**config.mk**
```make
export PLATFORM = sky130hd
export DESIGN_NAME = btn_event_queue
export DESIGN_NICKNAME = d
export VERILOG_FILES = /design/src/rtl/btn_event_queue.sv
export SDC_FILE = /design/constraint.sdc
export NUM_CORES = 1
export LEC_CHECK = 0
export BUFFER_PORTS_ARGS = -buffer_cell sky130_fd_sc_hd__buf_2
export CAP_MARGIN = 40
export CORE_ASPECT_RATIO = 1.1
export CORE_MARGIN = 4
export CORE_UTILIZATION = 35
export DETAILED_ROUTE_END_ITERATION = 10
export PLACE_DENSITY = 0.51
export SETUP_SLACK_MARGIN = 0.5
export SLEW_MARGIN = 20
export SYNTH_ARGS = -nofsm -noshare
export SYNTH_HDL_FRONTEND = slang
export SYNTH_SLANG_ARGS = --single-unit
```
**constraint.sdc**
```tcl
create_clock -name clk -period 5.16 [get_ports clk]
set_input_delay 1.032 -clock clk [delete_from_list [all_inputs] [get_ports clk]]
set_output_delay 1.032 -clock clk [all_outputs]
set_load 0.01 [all_outputs]
```
**src/rtl/btn_event_queue.sv**
```systemverilog
`default_nettype none
// ============================================================================
//  Module      : btn_event_queue
//  Description : Synchronises and debounces raw fire buttons, turns each
//                accepted level change into a press/release event, and queues
//                the events in a small first-word fall-through FIFO with a
//                valid/ready handshake. Also exports the debounced levels.
//  Options     : BTN_RELEASE_EVT_EN - when defined, release events are queued
//                as well; when undefined only presses are queued and
//                evt_press is tied high.
//  Revision    : 1.0 - initial release
// ============================================================================
module btn_event_queue #(
    parameter int NUM_BTN         = 8,
    parameter int DEBOUNCE_CYCLES = 250000,
    parameter int FIFO_DEPTH      = 4
) (
    input  logic               clk,
    input  logic               rst_n,
    input  logic [NUM_BTN-1:0] btn_raw,
    input  logic               flush,
    input  logic               ovf_clr,
    output logic [NUM_BTN-1:0] btn_stable,
    output logic               evt_valid,
    input  logic               evt_ready,
    output logic [2:0]         evt_btn,
    output logic               evt_press,
    output logic               evt_overflow
);

    localparam int c_CNT_W = (DEBOUNCE_CYCLES > 2) ? $clog2(DEBOUNCE_CYCLES) : 1;
    localparam int c_AW    = (FIFO_DEPTH > 2) ? $clog2(FIFO_DEPTH) : 1;
    localparam logic [c_CNT_W-1:0] c_CNT_MAX = c_CNT_W'(DEBOUNCE_CYCLES - 1);
`ifdef BTN_RELEASE_EVT_EN
    // Event word is {button index, press flag}
    localparam int c_DW = 4;
`else
    // Event word is the button index only; every queued event is a press
    localparam int c_DW = 3;
`endif

    // ------------------------------------------------------------------
    // Signal declarations
    // ------------------------------------------------------------------
    logic [NUM_BTN-1:0] sync1_q, sync1_d;
    logic [NUM_BTN-1:0] sync2_q, sync2_d;
    logic [NUM_BTN-1:0] stable_q, stable_d;
    logic [NUM_BTN-1:0] stable_dly_q, stable_dly_d;
    logic [NUM_BTN-1:0] stable_tgl;
    logic [NUM_BTN-1:0] rise;
    logic [NUM_BTN-1:0] pend_press_q, pend_press_d;
    logic [NUM_BTN-1:0] pend_any;
    logic [NUM_BTN-1:0] clr_mask;
`ifdef BTN_RELEASE_EVT_EN
    logic [NUM_BTN-1:0] fall;
    logic [NUM_BTN-1:0] pend_rel_q, pend_rel_d;
    logic               sel_press;
`endif
    logic               sel_found;
    logic [2:0]         sel_idx;
    logic               ovf_q, ovf_d;
    logic               ovf_hit;

    logic [c_AW:0]      wr_ptr_q, wr_ptr_d;
    logic [c_AW:0]      rd_ptr_q, rd_ptr_d;
    logic [c_DW-1:0]    mem_q [FIFO_DEPTH];
    logic [c_DW-1:0]    head_q, head_d;
    logic [c_DW-1:0]    wr_data;
    logic               fifo_empty;
    logic               fifo_full;
    logic               push;
    logic               pop;

    // ------------------------------------------------------------------
    // Synchroniser
    // ------------------------------------------------------------------
    // Two-flop chain per button; sync2_q is the synchronised level
    always_comb begin
        sync1_d = btn_raw;
        sync2_d = sync1_q;
    end

    // ------------------------------------------------------------------
    // Debounce
    // ------------------------------------------------------------------
    for (genvar gi = 0; gi < NUM_BTN; gi++) begin : g_deb
        logic [c_CNT_W-1:0] cnt_q, cnt_d;
        logic               tgl;

        // Count consecutive cycles the synchronised level disagrees with the
        // accepted level; any agreement restarts the count from zero
        always_comb begin
            cnt_d = '0;
            tgl   = 1'b0;
            if (sync2_q[gi] != stable_q[gi]) begin
                if (cnt_q == c_CNT_MAX) begin
                    tgl = 1'b1;
                end else begin
                    cnt_d = cnt_q + c_CNT_W'(1);
                end
            end
        end

        assign stable_tgl[gi] = tgl;

        // Per-button debounce counter
        always_ff @(posedge clk or negedge rst_n) begin
            if (!rst_n) begin
                cnt_q <= '0;
            end else begin
                cnt_q <= cnt_d;
            end
        end
    end

    // Accepted level flips when the counter expires; keep a delayed copy for
    // edge detection one cycle later
    always_comb begin
        stable_d     = stable_q ^ stable_tgl;
        stable_dly_d = stable_q;
    end

    assign rise = stable_q & ~stable_dly_q;
`ifdef BTN_RELEASE_EVT_EN
    assign fall = ~stable_q & stable_dly_q;
`endif

    // ------------------------------------------------------------------
    // Pending-event scanner
    // ------------------------------------------------------------------
`ifdef BTN_RELEASE_EVT_EN
    assign pend_any = pend_press_q | pend_rel_q;
`else
    assign pend_any = pend_press_q;
`endif

    // Pick the lowest-index button with anything pending; a press goes
    // ahead of a release on the same button
    always_comb begin
        sel_found = 1'b0;
        sel_idx   = 3'd0;
`ifdef BTN_RELEASE_EVT_EN
        sel_press = 1'b0;
`endif
        for (int i = NUM_BTN - 1; i >= 0; i--) begin
            if (pend_any[i]) begin
                sel_found = 1'b1;
                sel_idx   = 3'(i);
`ifdef BTN_RELEASE_EVT_EN
                sel_press = pend_press_q[i];
`endif
            end
        end
    end

    // One-hot of the button whose pending bit is consumed this cycle
    always_comb begin
        clr_mask = '0;
        for (int i = 0; i < NUM_BTN; i++) begin
            clr_mask[i] = push && (sel_idx == 3'(i));
        end
    end

    // Pending bits: a new edge sets the bit even if it is being consumed on
    // the same cycle, so that edge is not lost; flush drops everything
    always_comb begin
`ifdef BTN_RELEASE_EVT_EN
        pend_press_d = (pend_press_q & ~(clr_mask & {NUM_BTN{sel_press}})) | rise;
        pend_rel_d   = (pend_rel_q & ~(clr_mask & {NUM_BTN{~sel_press}})) | fall;
        if (flush) begin
            pend_press_d = '0;
            pend_rel_d   = '0;
        end
`else
        pend_press_d = (pend_press_q & ~clr_mask) | rise;
        if (flush) begin
            pend_press_d = '0;
        end
`endif
    end

    // Sticky overflow: an edge arriving while the same pending bit is still
    // set is lost; a new loss beats a simultaneous clear
    always_comb begin
        ovf_hit = |(rise & pend_press_q);
`ifdef BTN_RELEASE_EVT_EN
        ovf_hit = ovf_hit | (|(fall & pend_rel_q));
`endif
        if (ovf_hit) begin
            ovf_d = 1'b1;
        end else if (ovf_clr) begin
            ovf_d = 1'b0;
        end else begin
            ovf_d = ovf_q;
        end
    end

    // ------------------------------------------------------------------
    // Event FIFO
    // ------------------------------------------------------------------
    assign fifo_empty = (wr_ptr_q == rd_ptr_q);
    assign fifo_full  = (wr_ptr_q[c_AW] != rd_ptr_q[c_AW]) &&
                        (wr_ptr_q[c_AW-1:0] == rd_ptr_q[c_AW-1:0]);
    assign push       = sel_found && !fifo_full && !flush;
    assign pop        = !fifo_empty && evt_ready && !flush;

`ifdef BTN_RELEASE_EVT_EN
    assign wr_data = {sel_idx, sel_press};
`else
    assign wr_data = sel_idx;
`endif

    // Pointer update and head register; the head register only changes when
    // the FIFO will be non-empty, so the outputs hold while evt_valid is low
    always_comb begin
        wr_ptr_d = wr_ptr_q;
        rd_ptr_d = rd_ptr_q;
        if (push) begin
            wr_ptr_d = wr_ptr_q + (c_AW + 1)'(1);
        end
        if (pop) begin
            rd_ptr_d = rd_ptr_q + (c_AW + 1)'(1);
        end
        if (flush) begin
            wr_ptr_d = '0;
            rd_ptr_d = '0;
        end

        head_d = head_q;
        if (wr_ptr_d != rd_ptr_d) begin
            // The next head may be the entry being written right now
            if (push && (rd_ptr_d == wr_ptr_q)) begin
                head_d = wr_data;
            end else begin
                head_d = mem_q[rd_ptr_d[c_AW-1:0]];
            end
        end
    end

    // Event storage; contents are only meaningful between the pointers
    always_ff @(posedge clk) begin
        if (push) begin
            mem_q[wr_ptr_q[c_AW-1:0]] <= wr_data;
        end
    end

    // ------------------------------------------------------------------
    // State registers
    // ------------------------------------------------------------------
    // All control state with asynchronous clear
    always_ff @(posedge clk or negedge rst_n) begin
        if (!rst_n) begin
            sync1_q      <= '0;
            sync2_q      <= '0;
            stable_q     <= '0;
            stable_dly_q <= '0;
            pend_press_q <= '0;
`ifdef BTN_RELEASE_EVT_EN
            pend_rel_q   <= '0;
`endif
            ovf_q        <= 1'b0;
            wr_ptr_q     <= '0;
            rd_ptr_q     <= '0;
            head_q       <= '0;
        end else begin
            sync1_q      <= sync1_d;
            sync2_q      <= sync2_d;
            stable_q     <= stable_d;
            stable_dly_q <= stable_dly_d;
            pend_press_q <= pend_press_d;
`ifdef BTN_RELEASE_EVT_EN
            pend_rel_q   <= pend_rel_d;
`endif
            ovf_q        <= ovf_d;
            wr_ptr_q     <= wr_ptr_d;
            rd_ptr_q     <= rd_ptr_d;
            head_q       <= head_d;
        end
    end

    // ------------------------------------------------------------------
    // Outputs
    // ------------------------------------------------------------------
    assign btn_stable   = stable_q;
    assign evt_valid    = !fifo_empty;
    assign evt_overflow = ovf_q;
`ifdef BTN_RELEASE_EVT_EN
    assign evt_btn      = head_q[3:1];
    assign evt_press    = head_q[0];
`else
    assign evt_btn      = head_q;
    assign evt_press    = 1'b1;
`endif

endmodule
`default_nettype wire

```
# Yosys cells after proc, flatten, opt, wreduce, memory -nomap -nowiden
# Memory sizes are Yosys's and may differ from the RTL's.
# Index checks and enable logic that the tools add are counted.
# totals
ramBits,12
output_inout_bits,14
elab_cells,141
memories,1
register_bits,194
in_bits,13
# mem_list
name,depth,word_bits,rd,rd_clocked_by_memory_dff,write_ports,line_no,rtl
mem_q,4,3,1,0,1,66,logic [c_DW-1:0] mem_q [FIFO_DEPTH];
# classes
n_mux,58
n_reduce_logical,20
n_bitwise,7
eq_ne,28
addsub,10
# ops
operator,count
$mux W18,16
$add A18 B1 Y18 const B,8
$eq A18 B18 Y1 const B,8
$mux W3,13
$mux W1,28
$and A8 B8 Y8,3
$not A8 Y8,2
$logic_and A1 B1 Y1,14
$eq A3 B3 Y1 const B,4
$ne A1 B1 Y1,9
$mux W8,1
$or A8 B8 Y8,1
$reduce_or A8 Y1,1
$xor A8 B8 Y8,1
$add A3 B1 Y3 const B,2
$eq A3 B2 Y1 const B,2
$eq A3 B3 Y1,2
$eq A3 B1 Y1 const B,1
$logic_not A1 Y1,3
$logic_not A3 Y1,1
$ne A3 B3 Y1,1
$eq A2 B2 Y1,1
$reduce_bool A2 Y1,1

# Logic depth before layout (Yosys ltp)
# Gate-level depths: netlist of the first run.
# depth
depth_word,15
depth_mapped,8
mapped_depth_nobuf,8

# Least setup slack after synthesis of the first run
# OpenSTA, ideal clock, no wires.
# synth_path
path_kind,input to register
start,input port evt_ready
end,register head_q[0] (netlist: evt_btn[0])
arrival_time_ns,2.781
slack_ns,2.254
path_stages,8
path_cell_list,buf_2 -> or3b_1 -> o22ai_2 -> nor3_4 -> xnor2_1 -> nand4_2 -> mux2_1 -> mux2_2
# synth_via
elab_chain_cells,7
word_cells_on_any_way,9
classes_between,eq/ne: 2; mux: 3; reduce/logical: 3; memory: 1
# synth_lines
element,line_no,rtl
"start, declared",25,"input logic evt_ready,"
$logic_and A1 B1 Y1 (*) (2 in series),205,assign pop = !fifo_empty && evt_ready && !flush;
$mux W3 (*),221,if (pop) begin
$mux W3 (*),224,if (flush) begin
"parallel branches: the longest is 3 deep, another holds $mem_v2 Z4 W3",-,
"end signal, assigned",264,head_q <= '0;
"end signal, assigned",277,head_q <= head_d;
"end, declared",67,"logic [c_DW-1:0] head_q, head_d;"
# Mark *: on every way between the ends.
# A chain may end at the register's enable or synchronous reset.

# Worst setup path in the final report of the first run
# layout_path
start,register wr_ptr_q[1]
end,output port evt_valid
# layout_via
elab_chain_cells,2
# layout_lines
element,line_no,rtl
"start, declared",64,"logic [c_AW:0] wr_ptr_q, wr_ptr_d;"
"start signal, assigned",275,wr_ptr_q <= wr_ptr_d;
$eq A3 B3 Y1,201,assign fifo_empty = (wr_ptr_q == rd_ptr_q);
$logic_not A1 Y1,285,assign evt_valid = !fifo_empty;
"end, declared",24,"output logic evt_valid,"
# No other way between the ends.

==> flow_summary.json, run 1 <==
{
  "setup_tns_ps": 0,
  "arrival_ps": 1770,
  "fin_crit_sh_pct": 54.38,
  "hold_viol_final": 0,
  "grt_pass1_vias": 6351,
  "chipHeight_um": 181.5,
  "cts_buffer_depth": 3,
  "insertion_delay_ps": 510,
  "synth_cells": 913,
  "die_w_um": 165.8,
  "worst_pin_slew_ps": 704.6,
  "cp-end-kind": "output port",
  "slew_viol_final": 0,
  "r2r_setup_slack_ps": 2500,
  "hp-class": "flop to flop",
  "antennaDiodeCount": 0,
  "synth_top_cell_by_area": "dfrtp_1",
  "drc_errors": 0,
  "hold_buffers": 0,
  "netlist_top_cells_area": "dfrtp_1, nor2_1, xnor2_1",
  "wire_per_inst_um": 13.03,
  "rsz0062_at_grt": "false",
  "ys_ff_latch": 206,
  "place_inst": 1277,
  "ys_seq_area_share_pct": 54.42,
  "hp-start": "sync1_q[5]$_DFF_PN0_",
  "grt_max_degree": 76,
  "path_max_fanout": 9,
  "ctsResizeCount": 0,
  "grt_antenna_before_repair": 0,
  "drt_pass1_iterations": 4,
  "synth_warnings": 0,
  "n_fill_cell": 2685,
  "clock-sinks": 206,
  "postRouteAntennaNets": 0,
  "slew_headroom_pct": 52.59,
  "timing.fmax_mhz": 356.4,
  "drive_gt1_share_pct": 10.41,
  "vias_per_cell": 4.688,
  "r2r-start": "wr_ptr_q[0]$_DFF_PN0_",
  "io_pins": 27,
  "grt_pass1_wl_mm": 30.87,
  "critical_path_class": "flop to output port",
  "setup_violations": 0,
  "clk_pin_slew_ps": 60,
  "syn_to_final_growth_pct": 14.19,
  "syn_area_per_cell_um2": 10.50,
  "fin_nets": 971,
  "fin_cells": 1318,
  "cp_data_required_time_ps": 4130,
  "fp.dieArea_mm2": 0.03009,
  "ys_types": 64,
  "clock_skew_ps": 9.816,
  "synth_fp_nets": 939,
  "power.density_mw_per_mm2": 335.6,
  "synth_top_area_share_pct": 50.66,
  "synthMostInstantiatedCell": "dfrtp_1",
  "outcome": "complete, no violations",
  "synth_common_cells": "dfrtp_1, nor2_1, xnor2_1",
  "vias": 6179,
  "reg2reg_to": "evt_btn[0]$_DFFE_PN0P_",
  "async_reset_ff_share_pct": 94.17,
  "vdd_drop_max_v": 0.0001916,
  "gp_congestion": 0.7753,
  "core_area_mm2": 0.02696,
  "synth-edff-count": 12,
  "syn_area_mm2": 0.009583,
  "cts_tree": "built",
  "p_leak_nw": 4.730,
  "synth_ff_type": "dfrtp_1",
  "drtIter0Drc": 440,
  "period_needed_ps": 2806,
  "hold_path_end": "sync2_q[5]$_DFF_PN0_",
  "start_util_pct": 35.55,
  "worst_slack_ps": 2354,
  "routed_wl_mm": 17.18,
  "cts-root-buf": "clkbuf_16",
  "track_usage_pct": 11.72,
  "grt_overflow": 0,
  "num_rows": 63,
  "post-cts-setup-buffers": 0,
  "cts_buffers": 23,
  "reg2regPathDepth": 7,
  "max-cap-violations": 0,
  "hold_depth": 0,
  "dp_hpwl_mm": 11.50,
  "startpoint_type": "flop",
  "portBuffers": 25,
  "htree_levels": 1,
  "pre_cts_ws_ps": 1858
}
[per-layer routing]
layer | global-route usage (%) | share of wire [%] | vias to the layer above
met5 | 0 | 0 | -
met4 | 3.102 | 1.9 | 0
met3 | 1.894 | 3.1 | 23
met2 | 19.58 | 47 | 61
met1 | 15.97 | 48 | 2951
li1 | - | - | 3144
[stage by stage]
stage | area [um^2] | power (mW) | util [%] | hold slack [ps]
3_5_place_dp | 10110 | 1.955 | 37.52 | 334.7
2_1_floorplan | 9583 | 1.868 | - | 331.2
3_3_place_gp | 10090 | 1.949 | 37.41 | 332.3
6_report | 10940 | 3.672 | 40.59 | 345.5
4_1_cts | 10940 | 3.750 | 40.59 | 347.6
5_1_grt | 10940 | 3.853 | 40.59 | 348.2
[critical path, cell delays in order (launching register included)]
cell and delay (ps):
dfrtp_1 540, xnor2_2 430, nand3_1 130, buf_2 170
[cell type report]
type                            count  area (um^2)  area share (%)
Clock buffer                       33        683.2           6.243
Sequential cell                   206         5215           47.66
Timing Repair Buffer               28        176.4           1.612
Multi-Input combinational cell    665         4197           38.35
Inverter                           21        78.83          0.7203
Clock inverter                      8        146.4           1.338
Tap cell                          357        446.7           4.082
[how the worst max path moves through the flow]
stage | start | depth (start not counted) | slack, ps | to
finish | wr_ptr_q[1]$_DFF_PN0_ | 3 | 2350 | evt_valid
global route | wr_ptr_q[1]$_DFF_PN0_ | 3 | 2210 | evt_valid
CTS | wr_ptr_q[1]$_DFF_PN0_ | 3 | 2320 | evt_valid
detailed placement | flush | 8 | 1860 | evt_btn[0]$_DFFE_PN0P_
global placement | flush | 8 | 1900 | evt_btn[0]$_DFFE_PN0P_
floorplan | evt_ready | 8 | 2250 | evt_btn[0]$_DFFE_PN0P_
[cells in the final DEF, fill, tap and decap left out, types with 14 or more instances in the layout]
cell       instances
xnor2_1           72
nor4b_1           14
o21ai_0           16
inv_1             21
clkbuf_16         23
a21oi_1           24
nor3_1            19
nand2_1           46
nor2_1           176
nand3_1           64
and3_1            28
buf_2             24
xor2_1            61
dfrtp_1          194
[power by group]
part / leakage, nW / total [mW] / internal (mW) / switching, mW
logic: 1.56 / 0.227 / 0.0887 / 0.139
clock network: 0.406 / 1.75 / 1.12 / 0.636
registers: 2.76 / 1.69 / 1.66 / 0.0269
total: 4.73 / 3.67 / 2.87 / 0.802
[state kept, by name, summed over array words and instances (netlist names), named ones only]
name / count
stable_dly_q: 8
wr_ptr_q: 3
sync1_q: 8
rd_ptr_q: 3
evt_overflow: 1
evt_btn: 3
mem_q: 12
pend_any: 8
g_deb.cnt_q: 144
sync2_q: 8
[cell families after synthesis]
group / count (synthesis) / share of synthesized area (%)
flops: 206 / 54.42
fa+ha+maj: 13 / 1.697
buf+inv: 42 / 1.789
simple gates: 430 / 22.50
xor+xnor: 138 / 13.00
mux: 23 / 2.585
other cells: 1 / 0.03913
compound gates: 60 / 3.969
No activity file was read; power rests on OpenSTA's default activity.
==> inputs of run 2 (changes only) <==
--- a/config.mk
+++ b/config.mk
@@ -11,7 +11,7 @@
 export CORE_MARGIN = 4
 export CORE_UTILIZATION = 35
 export DETAILED_ROUTE_END_ITERATION = 10
-export PLACE_DENSITY = 0.51
+export PLACE_DENSITY = 0.53
 export SETUP_SLACK_MARGIN = 0.5
 export SLEW_MARGIN = 20
 export SYNTH_ARGS = -nofsm -noshare
==> constraint.sdc (replaced) <==
create_clock -name clk -period 2.43 [get_ports clk]
set_input_delay 0.486 -clock clk [delete_from_list [all_inputs] [get_ports clk]]
set_output_delay 0.486 -clock clk [all_outputs]
set_load 0.01 [all_outputs]
==> run 2 against run 1 <==
  * Count of clock-buffer cells in the layout decreased by 1
  * Total power increased by 120%
  * Setup slack got worse by 2200 ps
  * Critical path depth increased by 5
  * Clock power increased by 120%
  * Routed wire length increased by 6.9%
  * Critical path type is now flop to flop
  * Largest power group unchanged
==> flow_summary.json, run 2 (synthesis gave the netlist of run 1 again) <==
{
  "num_rows": 63,
  "p_switching_mw": 1.850,
  "gp_congestion": 0.7788,
  "clock-sinks": 206,
  "reg2regPathDepth": 8,
  "timing.fmax_mhz": 439.1,
  "switching_share_pct": 23.09,
  "cp_num_buf_inv": 1,
  "setup_tns_ps": 0,
  "portBuffers": 25,
  "mostFrequentLayoutCell": "dfrtp_1",
  "cts-root-buf": "clkbuf_16",
  "critical_path_class": "flop to flop",
  "slew_viol_final": 0,
  "cts_buffers": 24,
  "core_area_mm2": 0.02696,
  "start_util_pct": 35.55,
  "reg2reg_to": "evt_btn[0]$_DFFE_PN0P_",
  "largest_reg_flops": 144,
  "antennaDiodeCount": 0,
  "power.density_mw_per_mm2": 699.5,
  "r2r_setup_slack_ps": 150,
  "hold_path_end": "sync1_q[4]$_DFF_PN0_",
  "pwr-share-seq_pct": 44.9,
  "crit_path_max_incr_delay_ps": 500,
  "insertion_delay_ps": 510,
  "period_needed_ps": 2277,
  "p_int_mw": 6.165,
  "cpLargestDelayFamily": "multiplexers",
  "routed_wl_mm": 18.37,
  "setup_violations": 0,
  "dp_hpwl_mm": 11.93,
  "power_frac_clock_pct": 47.4,
  "cp.depth": 8,
  "die_w_um": 165.8,
  "hold_depth": 1,
  "cts_buffer_depth": 3,
  "grt_max_degree": 57,
  "startpoint_type": "flop",
  "hp-start": "btn_raw[4]",
  "htree_levels": 1,
  "vias": 6430,
  "drtIter0Drc": 312,
  "power_mw": 8.016,
  "grt_overflow": 0,
  "worst_pin_slew_ps": 576.0,
  "vdd_drop_max_v": 0.0005414,
  "path_max_fanout": 8,
  "fin_crit_sh_pct": 93.71,
  "clock_skew_ps": 9.168,
  "io_pins": 27,
  "final_cell_mix": "dfrtp_1, nor2_1, xnor2_1, xor2_1, nand3_1",
  "wire_per_inst_um": 13.60,
  "arrival_ps": 2670,
  "outcome": "complete, no violations",
  "cts_tree": "built",
  "cp_data_required_time_ps": 2830,
  "fp.dieArea_mm2": 0.03009,
  "crit_chain": "xnor2_4 > a21oi_2 > nor3_4 > buf_6 > mux2i_1 > mux2i_1 > mux2_4 > mux2_2",
  "grt_pass1_vias": 6479,
  "fin_nets": 1002,
  "hold_viol_final": 0,
  "regMostFlops": "g_deb.cnt_q",
  "grt_pass1_wl_mm": 31.41,
  "final_core_util_pct": 42.51,
  "hp-class": "primary input to flop",
  "critPathMostFrequentCell": "mux2i_1",
  "rsz0062_at_grt": "true",
  "postRouteAntennaNets": 0,
  "vias_per_cell": 4.759,
  "syn_to_final_growth_pct": 19.58,
  "clk_pin_slew_ps": 70,
  "drc_errors": 0,
  "grt_antenna_before_repair": 0,
  "p_leak_nw": 4.961,
  "track_usage_pct": 12.00,
  "r2r-start": "wr_ptr_q[0]$_DFF_PN0_",
  "combPwrFrac_pct": 7.7,
  "slowest_stage": "dfrtp_2",
  "drt_pass1_iterations": 4,
  "max-cap-violations": 0,
  "drive_gt1_share_pct": 16.40,
  "chipHeight_um": 181.5,
  "slew_headroom_pct": 61.27,
  "cp-end-kind": "flop"
}
run 2: what timing repair did:
item / in CTS / in global routing
gates cloned: 0 / 1
gates resized for setup: 10 / 25
endpoints found under the setup margin: 11 / 47
pin swaps: 3 / 13
endpoints found under the hold margin: 52 / 0
setup buffers: 4 / 9
hold buffers: 1 / 0
run 2: worst max-delay path by stage:
stage,start,to,slack (ps)
floorplan,evt_ready,evt_btn[0]$_DFFE_PN0P_,110
global placement,evt_ready,evt_btn[0]$_DFFE_PN0P_,120
detailed placement,rd_ptr_q[1]$_DFF_PN0_,evt_btn[0]$_DFFE_PN0P_,70
CTS,wr_ptr_q[1]$_DFF_PN0_,evt_btn[0]$_DFFE_PN0P_,140
global route,wr_ptr_q[0]$_DFF_PN0_,evt_btn[0]$_DFFE_PN0P_,80
finish,wr_ptr_q[0]$_DFF_PN0_,evt_btn[0]$_DFFE_PN0P_,150
run 2: final cells by class:
cell class              instances  area [um^2]
repair buffers                 58        436.7
clock buffers                  32        733.2
clock inverters                12        125.1
inverters                      21        78.83
flip-flops and latches        206         5225
well taps                     357        446.7
fillers                      2621        15500
multi-input cells             665         4414
run 2: power groups by stage:
stage	combinational [mW]	sequential (mW)	clock (mW)
floorplan	0.342	3.66	0
global placement	0.538	3.66	0
detailed placement	0.547	3.66	0
CTS	0.584	3.60	3.92
global route	0.689	3.61	4.07
finish	0.619	3.60	3.80
run 2: per-layer routing:
metal	GRT usage (%)	vias up	share of wire, %
li1	-	3215	-
met1	16.49	3123	48
met2	19.67	61	47
met3	1.894	31	3.1
met4	3.630	0	2.3
met5	0	-	0
run 2: metrics by stage:
stage | setup WS [ps] | hold slack, ps | area, um^2 | std cells
3_3_place_gp | 118.2 | 333.8 | 10320 | 1292
3_5_place_dp | 68.00 | 335.8 | 10320 | 1292
4_1_cts | 140.5 | 49.99 | 11270 | 1341
5_1_grt | 79.07 | 59.47 | 11460 | 1351
2_1_floorplan | 110.3 | 190.4 | 9677 | 913
6_report | 152.8 | 75.65 | 11460 | 1351
